## config.mk

```make
export PLATFORM = sky130hd
export DESIGN_NAME = shape_sequencer
export DESIGN_NICKNAME = d
export VERILOG_FILES = /design/src/rtl/gpu_pkg.sv /design/src/rtl/flex_counter.sv /design/src/rtl/shape_sequencer.sv
export SDC_FILE = /design/constraint.sdc
export NUM_CORES = 1
export LEC_CHECK = 0
export ABC_AREA = 1
export BUFFER_PORTS_ARGS = -buffer_cell sky130_fd_sc_hd__buf_2
export CAP_MARGIN = 20
export CORE_MARGIN = 10
export CORE_UTILIZATION = 50
export CTS_CLUSTER_DIAMETER = 150
export DETAILED_ROUTE_END_ITERATION = 16
export GPL_TIMING_DRIVEN = 0
export PLACE_DENSITY = 0.81
export SLEW_MARGIN = 10
export SYNTH_ARGS = -nofsm -noshare
export SYNTH_HDL_FRONTEND = slang
export SYNTH_SLANG_ARGS = --single-unit
```

## constraint.sdc

```tcl
create_clock -name clk -period 2 [get_ports clk]
set_clock_uncertainty 0.05 [all_clocks]
set_input_delay 0.4 -clock clk [delete_from_list [all_inputs] [get_ports clk]]
set_output_delay 0.4 -clock clk [all_outputs]
set_load 0.01 [all_outputs]
```

## src/rtl/gpu_pkg.sv

```systemverilog
// Shared GPU front-end types: shape codes, splitter segment selects and command layout.
package gpu_pkg;

    localparam int OPDATA_W = 74;
    localparam int LOC_W    = 19;
    localparam int COLOR_W  = 16;
    localparam int SEL_W    = 4;
    localparam int WD_W     = 13;

    typedef enum logic [3:0] {
        LINE     = 4'b0000,
        TRIANGLE = 4'b0001,
        CIRCLE   = 4'b0010
    } shape_t;

    typedef enum logic [1:0] {
        S_IDLE,
        S_ISSUE,
        S_WAIT
    } seq_state_t;

    localparam logic [SEL_W-1:0] LL1 = 4'b0000;
    localparam logic [SEL_W-1:0] TL1 = 4'b0001;
    localparam logic [SEL_W-1:0] TL2 = 4'b0010;
    localparam logic [SEL_W-1:0] TL3 = 4'b0011;
    localparam logic [SEL_W-1:0] CA1 = 4'b0100;

    function automatic logic shape_legal(input logic [3:0] code);
        return (code == LINE) || (code == TRIANGLE) || (code == CIRCLE);
    endfunction

    // Triangle segments are consecutive codes starting at TL1.
    function automatic logic [SEL_W-1:0] seg_code(input shape_t shape, input logic [1:0] cnt);
        case (shape)
            TRIANGLE: return TL1 + {2'b00, cnt};
            CIRCLE:   return CA1;
            default:  return LL1;
        endcase
    endfunction

    function automatic logic seg_last(input shape_t shape, input logic [1:0] cnt);
        return (shape == TRIANGLE) ? (cnt == 2'd2) : 1'b1;
    endfunction

endpackage

```

## src/rtl/flex_counter.sv

```systemverilog
// Up-counter that saturates at rollover_val; flag is high while the count sits there.
module flex_counter #(
    parameter int NUM_BITS = 4
) (
    input  logic                clk,
    input  logic                n_rst,
    input  logic                clear,
    input  logic                count_enable,
    input  logic [NUM_BITS-1:0] rollover_val,
    output logic [NUM_BITS-1:0] count_out,
    output logic                rollover_flag
);

    always_ff @(posedge clk or negedge n_rst) begin
        if (!n_rst) begin
            count_out <= '0;
        end else if (clear) begin
            count_out <= '0;
        end else if (count_enable && (count_out != rollover_val)) begin
            count_out <= count_out + 1'b1;
        end
    end

    assign rollover_flag = (count_out == rollover_val);

endmodule

```

## src/rtl/shape_sequencer.sv

```systemverilog
// Walks a shape command through its splitter segments, starting the matching
// rasterizer for each one and waiting for its done (with an optional watchdog).
module shape_sequencer
    import gpu_pkg::*;
#(
    parameter int TIMEOUT = 4096
) (
    input  logic                clk,
    input  logic                n_rst,
    input  logic                op_valid,
    input  logic [3:0]          op_shape,
    input  logic [OPDATA_W-1:0] op_data,
    output logic                op_ready,
    output logic [OPDATA_W-1:0] opdata,
    output logic [SEL_W-1:0]    output_sel,
    output logic                line_start,
    output logic                circle_start,
    input  logic                line_done,
    input  logic                circle_done,
    output logic                shape_done,
    output logic                bad_shape,
    output logic                timeout
);

    localparam logic [WD_W-1:0] TO_VAL = WD_W'(TIMEOUT);

    seq_state_t      state, state_n;
    shape_t          shape_q;
    logic [1:0]      seg_cnt;
    logic            load_cmd, advance, set_done, set_bad, set_to;
    logic            wd_clear, wd_en, wd_flag, wd_hit;
    logic [WD_W-1:0] wd_count;
    logic            seg_is_circle, seg_done;

    assign seg_is_circle = (output_sel == CA1);
    assign seg_done      = seg_is_circle ? circle_done : line_done;
    assign wd_hit        = (TIMEOUT != 0) && wd_flag;

    flex_counter #(.NUM_BITS(WD_W)) u_watchdog (
        .clk          (clk),
        .n_rst        (n_rst),
        .clear        (wd_clear),
        .count_enable (wd_en),
        .rollover_val (TO_VAL),
        .count_out    (wd_count),
        .rollover_flag(wd_flag)
    );

    always_ff @(posedge clk or negedge n_rst) begin
        if (!n_rst) begin
            state <= S_IDLE;
        end else begin
            state <= state_n;
        end
    end

    always_comb begin
        state_n      = state;
        load_cmd     = 1'b0;
        advance      = 1'b0;
        set_done     = 1'b0;
        set_bad      = 1'b0;
        set_to       = 1'b0;
        wd_clear     = 1'b0;
        wd_en        = 1'b0;
        op_ready     = 1'b0;
        line_start   = 1'b0;
        circle_start = 1'b0;
        case (state)
            S_IDLE: begin
                op_ready = 1'b1;
                if (op_valid) begin
                    if (shape_legal(op_shape)) begin
                        load_cmd = 1'b1;
                        wd_clear = 1'b1;
                        state_n  = S_ISSUE;
                    end else begin
                        set_bad = 1'b1;
                    end
                end
            end
            S_ISSUE: begin
                line_start   = !seg_is_circle;
                circle_start = seg_is_circle;
                wd_en        = 1'b1;
                state_n      = S_WAIT;
            end
            S_WAIT: begin
                wd_en = 1'b1;
                // A done on the same edge as the watchdog hit still counts as success.
                if (seg_done) begin
                    if (seg_last(shape_q, seg_cnt)) begin
                        set_done = 1'b1;
                        state_n  = S_IDLE;
                    end else begin
                        advance  = 1'b1;
                        wd_clear = 1'b1;
                        state_n  = S_ISSUE;
                    end
                end else if (wd_hit) begin
                    set_to  = 1'b1;
                    state_n = S_IDLE;
                end
            end
            default: state_n = S_IDLE;
        endcase
    end

    always_ff @(posedge clk or negedge n_rst) begin
        if (!n_rst) begin
            opdata     <= '0;
            output_sel <= LL1;
            shape_q    <= LINE;
            seg_cnt    <= 2'd0;
            shape_done <= 1'b0;
            bad_shape  <= 1'b0;
            timeout    <= 1'b0;
        end else begin
            shape_done <= set_done;
            bad_shape  <= set_bad;
            timeout    <= set_to;
            if (load_cmd) begin
                opdata     <= op_data;
                shape_q    <= shape_t'(op_shape);
                seg_cnt    <= 2'd0;
                output_sel <= seg_code(shape_t'(op_shape), 2'd0);
            end else if (advance) begin
                seg_cnt    <= seg_cnt + 2'd1;
                output_sel <= seg_code(shape_q, seg_cnt + 2'd1);
            end
        end
    end

endmodule

```

==> flow_summary.json, run 1 <==
{
  "worstHoldPathType": "primary input to register",
  "io_buffers": 165,
  "worstRegToRegCells": 9,
  "multiInputGateArea_um2": 1772,
  "ys_types": 29,
  "ys_seq_area_frac": 0.5516,
  "fin_cells": 855,
  "ioPinCount": 167,
  "start_util": 0.5203,
  "syn_area_um2": 4582,
  "holdWs_ns": 0.1662,
  "r2r_start": "state[1]",
  "slew_headroom": 0.6591,
  "dr.pass1.iters": 4,
  "whs_path_depth": 3,
  "grt_usage": 0.2014,
  "worstHoldStart": "op_data[56]",
  "grt_overflow": 0,
  "die_y_um": 115.7,
  "path_cells": "inv_1 -> ha_1 -> nand2_1 -> nor2_8 -> inv_2 -> buf_6 -> nand2_2 -> nand3_1 -> o21ai_1",
  "clk_path_buf_depth": 2,
  "mostFrequentLayoutCells": "nand2_1, buf_2, dfrtp_1",
  "synth.largest_area_cell": "dfrtp_1",
  "cts_tree": "yes",
  "num-fill-cells": 725,
  "grt_max_degree": 66,
  "final_nets": 833,
  "hold-path-endpoint": "opdata[56]",
  "ant_nets": 0,
  "gp_congestion": 0.9124,
  "n_antenna_cell": 0,
  "finalCriticalPeriod_ns": 1.836,
  "critPathMaxStageDelay_ns": 0.43,
  "vdd_drop_max_v": 0.0008501,
  "finalHoldViolCount": 0,
  "drv_cap": 0,
  "avgSynthCellArea_um2": 8.167,
  "worst_pin_slew_ns": 0.5114,
  "crit_family": "simple AND/OR/NAND/NOR gates",
  "slew_viol_final": 0,
  "grt_pass1_vias": 4419,
  "rsz0062_at_grt": "no",
  "final_common_cell": "nand2_1",
  "drive_above_1_share": 0.3052,
  "worst-setup-path-type": "register to register",
  "core_um2": 8806,
  "clk_pin_slew_ns": 0.11,
  "htree_levels": 3,
  "rows": 34,
  "yosys.area.top_type_share": 0.5516,
  "syn_nets": 652,
  "min_period_over_period": 0.9178,
  "leakage_nw": 3.446,
  "r2r_slack_ns": 0.16,
  "area_growth_pct": 27.06,
  "yosys-top-cells-area": "dfrtp_1, nand2_1, nand3_1",
  "cp_num_buf_inv": 3,
  "vias_per_cell": 4.861,
  "crit_path_start_kind": "register",
  "worstSetupStartpoint": "state[1]",
  "post_drt_wl_per_cell_um": 15.19,
  "power_density_nw_per_um2": 1343,
  "clk-insertion-delay-late_ns": 0.37,
  "numClockSinks": 101,
  "fmax_mhz": 544.8,
  "ys_seq_elements": 101,
  "grt_pass1_wl_um": 21750,
  "r2r-end": "seg_cnt[0]",
  "placed_cells": 835,
  "final_util": 0.6611,
  "yosysWarnings": 0,
  "cp_data_required_time_ns": 2.25,
  "status": "finished clean",
  "die_area_um2": 13390,
  "setup_viol": 0,
  "drc": 0,
  "critPathArrivalTime_ns": 2.09,
  "syn_inst": 561,
  "seqCellArea_um2": 2527,
  "numCtsBuffers": 9,
  "vias": 4156,
  "path_max_fanout": 10,
  "root_buffer": "clkbuf_8",
  "end_kind": "register",
  "crit_slowest_cell": "dfrtp_1",
  "antenna_found_initial": 1,
  "die_x_um": 115.7,
  "drtIter0Drc": 183,
  "totalWireLength_um": 12980,
  "place_hpwl_um": 10300
}
-- flip-flops by register name, indices dropped and copies added, names as in the netlist --
register,flops
opdata,74
u_watchdog.count_out,13
shape_q,4
output_sel,3
seg_cnt,2
state,2
bad_shape,1
shape_done,1
timeout,1
-- through the flow --
step                total power, mW  worst slack [ns]  setup TNS, ns  cell area, um2
floorplan                     5.078            0.3913              0            4582
global placement              6.365           -0.5768         -57.69            5543
detailed placement            6.509            0.1056              0            5573
CTS                           7.904           0.08033              0            5799
global route                  8.448           0.04575              0            5822
finish                        7.820            0.1644              0            5822
-- per-layer routing --
metal / vias to the layer above / routed length [um] / track usage
met3: 8 / 1539 / 0.1106
met4: 0 / 91 / 0.03753
met5: - / 0 / 0
met1: 1943 / 5026 / 0.2224
li1: 2070 / - / -
met2: 135 / 6326 / 0.3391
-- Yosys cell counts (all sizes together) --
cell type    n
and2         1
buf         20
xnor2        1
dfrtp      101
nand4        8
clkbuf       1
o21ai        9
a21oi        4
nand3b       1
nor3         3
conb         1
nand2      291
xor2         2
nand3       35
or2          1
inv         40
ha           8
nor2        34
-- what timing repair did --
action	4_1_cts	5_1_grt
buffers inserted	0	3
hold buffers	1	0
hold endpoints to repair	36	0
setup endpoints to repair	0	12
resized for setup	0	0
-- worst max-delay path by stage --
| stage | to | slack [ns] | cells past startpoint |
|---|---|---|---|
| detailed placement | opdata[14] | 0.11 | 8 |
| CTS | seg_cnt[0] | 0.08 | 9 |
| global placement | opdata[55] | -0.58 | 1 |
| floorplan | seg_cnt[0] | 0.39 | 9 |
| global route | seg_cnt[0] | 0.05 | 9 |
| finish | seg_cnt[0] | 0.16 | 9 |
-- worst register-to-register path: stages (launching register included) --
cell	delay, ns
dfrtp_1	0.43
inv_1	0.13
ha_1	0.25
nand2_1	0.17
nor2_8	0.20
inv_2	0.13
buf_6	0.16
nand2_2	0.10
nand3_1	0.08
o21ai_1	0.08
-- cells by family (layout without fill, tap and decap cells) --
kind of cell,count (synthesis),count (layout),share of synthesized area
buf+inv,61,247,0.06171
fa+ha+maj,8,8,0.02185
simple gates,374,374,0.3392
compound gates,13,13,0.01911
xor+xnor,3,3,0.005736
flops,101,101,0.5516
other cells,1,1,0.0008184
-- area by class of cell --
class	count	area share
clock inverters	6	0.01354
flip-flops and latches	101	0.4341
clock buffers	10	0.02364
plain buffers	21	0.02278
multi-input cells	399	0.3043
repair buffers	170	0.1526
inverters	40	0.02579
well taps	108	0.02321
-- power by group --
group | switching [mW] | internal [mW]
Sequential | 0.510 | 2.86
Combinational | 1.90 | 1.18
Clock | 0.738 | 0.637
(Power assumes the default switching activity.)
==> run 2, diff against run 1 <==
- CORE_UTILIZATION: 50 -> 45
- PLACE_DENSITY: 0.81 -> 0.77
- SLEW_MARGIN: 10 -> 20
- clock period: 2 -> 1.5 ns (I/O delays scaled with it)
==> flow_summary.json, run 2 (same netlist as run 1, synthesis figures left out) <==
{
  "slew_viol_final": 0,
  "final_util": 0.6407,
  "place_hpwl_um": 10090,
  "die_y_um": 120.9,
  "p_seq_frac": 0.392,
  "top_register": "opdata",
  "p_int_mw": 6.901,
  "path_max_fanout": 7,
  "gp_congestion": 0.9407,
  "clk_path_buf_depth": 2,
  "fmax_mhz": 593.6,
  "dr.pass1.iters": 5,
  "setup_viol": 101,
  "status": "finished, violations left",
  "crit_path_start_kind": "register",
  "die_area_um2": 14620,
  "vias": 4318,
  "total_power_mw": 11.45,
  "mostFrequentLayoutCells": "nand2_1, buf_2, dfrtp_1",
  "critPathArrivalTime_ns": 1.94,
  "vdd_drop_max_v": 0.001089,
  "largest_reg_flops": 74,
  "antenna_found_initial": 1,
  "final_common_cell": "nand2_1",
  "core_um2": 9864,
  "holdWs_ns": 0.07611,
  "combPwrFrac": 0.437,
  "multiInputGateArea_um2": 1954,
  "final_nets": 851,
  "num-fill-cells": 807,
  "root_buffer": "clkbuf_8",
  "post_drt_wl_per_cell_um": 15.71,
  "leakage_nw": 3.611,
  "clk-insertion-delay-late_ns": 0.36,
  "final.setup.worst_slack_ns": -0.1847,
  "drc": 0,
  "finalHoldViolCount": 0,
  "netSwitchingFraction": 0.3972,
  "ant_nets": 0,
  "drive_above_1_share": 0.3739,
  "numCtsBuffers": 9,
  "end_kind": "register",
  "grt_overflow": 0,
  "pwr-share-clk": 0.171,
  "grt_usage": 0.1835,
  "n_antenna_cell": 0,
  "min_period_over_period": 1.123,
  "cp_data_required_time_ns": 1.76,
  "cts_tree": "yes",
  "reg_top3": "opdata (74), u_watchdog.count_out (13), shape_q (4)",
  "numClockSinks": 101,
  "seqCellArea_um2": 2530,
  "rsz0062_at_grt": "yes",
  "finalCriticalPeriod_ns": 1.685,
  "power.switching_mw": 4.547,
  "grt_pass1_wl_um": 21620,
  "grt_pass1_vias": 4431,
  "power_density_nw_per_um2": 1812,
  "die_x_um": 120.9,
  "rows": 36,
  "worst-setup-path-type": "register to register",
  "place_ws_ns": -0.2137,
  "clk_pin_slew_ns": 0.10,
  "worstHoldPathType": "primary input to register",
  "totalWireLength_um": 14110,
  "violations": "negative setup slack",
  "io_buffers": 165,
  "ioPinCount": 167,
  "area_growth_pct": 37.93,
  "start_util": 0.4645,
  "drtIter0Drc": 182,
  "vias_per_cell": 4.808,
  "fin_tns_setup_ns": -12.80,
  "grt_max_degree": 70,
  "htree_levels": 3,
  "drv_cap": 0
}
==> run 2: cell types whose count changed in the layout (fill, tap and decap cells not counted), moves of 6 or more <==
cell	change
buf_2	-6
buf_4	+8
buf_6	+8
inv_1	-6
nand2_1	-10
nand2_2	+6
nand3_1	-12
nand3_2	+12
==> run 2: layout make-up <==
| cell class | count | share of cell area |
|---|---|---|
| Buffer | 21 | 0.02792 |
| Clock buffer | 11 | 0.02237 |
| Clock inverter | 5 | 0.01307 |
| Tap cell | 133 | 0.02633 |
| Multi-Input combinational cell | 399 | 0.3092 |
| Inverter | 40 | 0.02534 |
| Timing Repair Buffer | 188 | 0.1754 |
| Sequential cell | 101 | 0.4003 |
==> run 2: metrics by stage <==
step | instances | instance area [um2]
2_1_floorplan | 561 | 4597
5_1_grt | 898 | 6320
3_5_place_dp | 860 | 5623
6_report | 898 | 6320
3_3_place_gp | 859 | 5589
4_1_cts | 892 | 6062
==> run 2: final timing paths <==
check / startpoint / end / slack, ns / depth (start not counted)
max reg2reg: state[1] / output_sel[0] / -0.18 / 10
min reg2reg: opdata[47] / opdata[47] / 0.42 / 2
min: op_data[46] / opdata[46] / 0.08 / 3
max in group asynchronous: n_rst / u_watchdog.count_out[1] / 0.42 / 3
max: state[1] / output_sel[0] / -0.18 / 10
min in group asynchronous: n_rst / state[1] / 0.33 / 2
==> run 2: power by group through the flow <==
stage / combinational, mW / sequential (mW) / clock [mW]
after global routing: 5.54 / 4.63 / 2.08
final: 5.01 / 4.48 / 1.96
after global placement: 4.08 / 4.44 / 0
after CTS: 4.66 / 4.46 / 1.96
after floorplan: 1.90 / 4.92 / 0
after detailed placement: 4.23 / 4.48 / 0
==> run 2: worst max-delay path, stage by stage (launching register included) <==
cell,delay (ns)
dfrtp_1,0.42
inv_2,0.12
buf_12,0.11
ha_4,0.15
nand2_4,0.07
nor2_8,0.22
buf_6,0.18
nand2_4,0.05
o21ai_1,0.07
nand2_1,0.10
nand2_1,0.08
==> run 2: repair_timing <==
item | in CTS | in global routing
hold endpoints to repair | 32 | 0
cloned | 2 | 2
setup buffers | 13 | 4
endpoints found under the setup margin | 101 | 101
pin swaps | 4 | 24
gates resized for setup | 26 | 50
hold buffers | 1 | 0
==> run 2: per-layer routing <==
layer / global-route usage / routed length, um / vias to the layer above
li1: - / - / 2109
met1: 0.1961 / 5117 / 2012
met2: 0.3167 / 7296 / 173
met3: 0.07771 / 1465 / 24
met4: 0.06637 / 233 / 0
met5: 0 / 0 / -
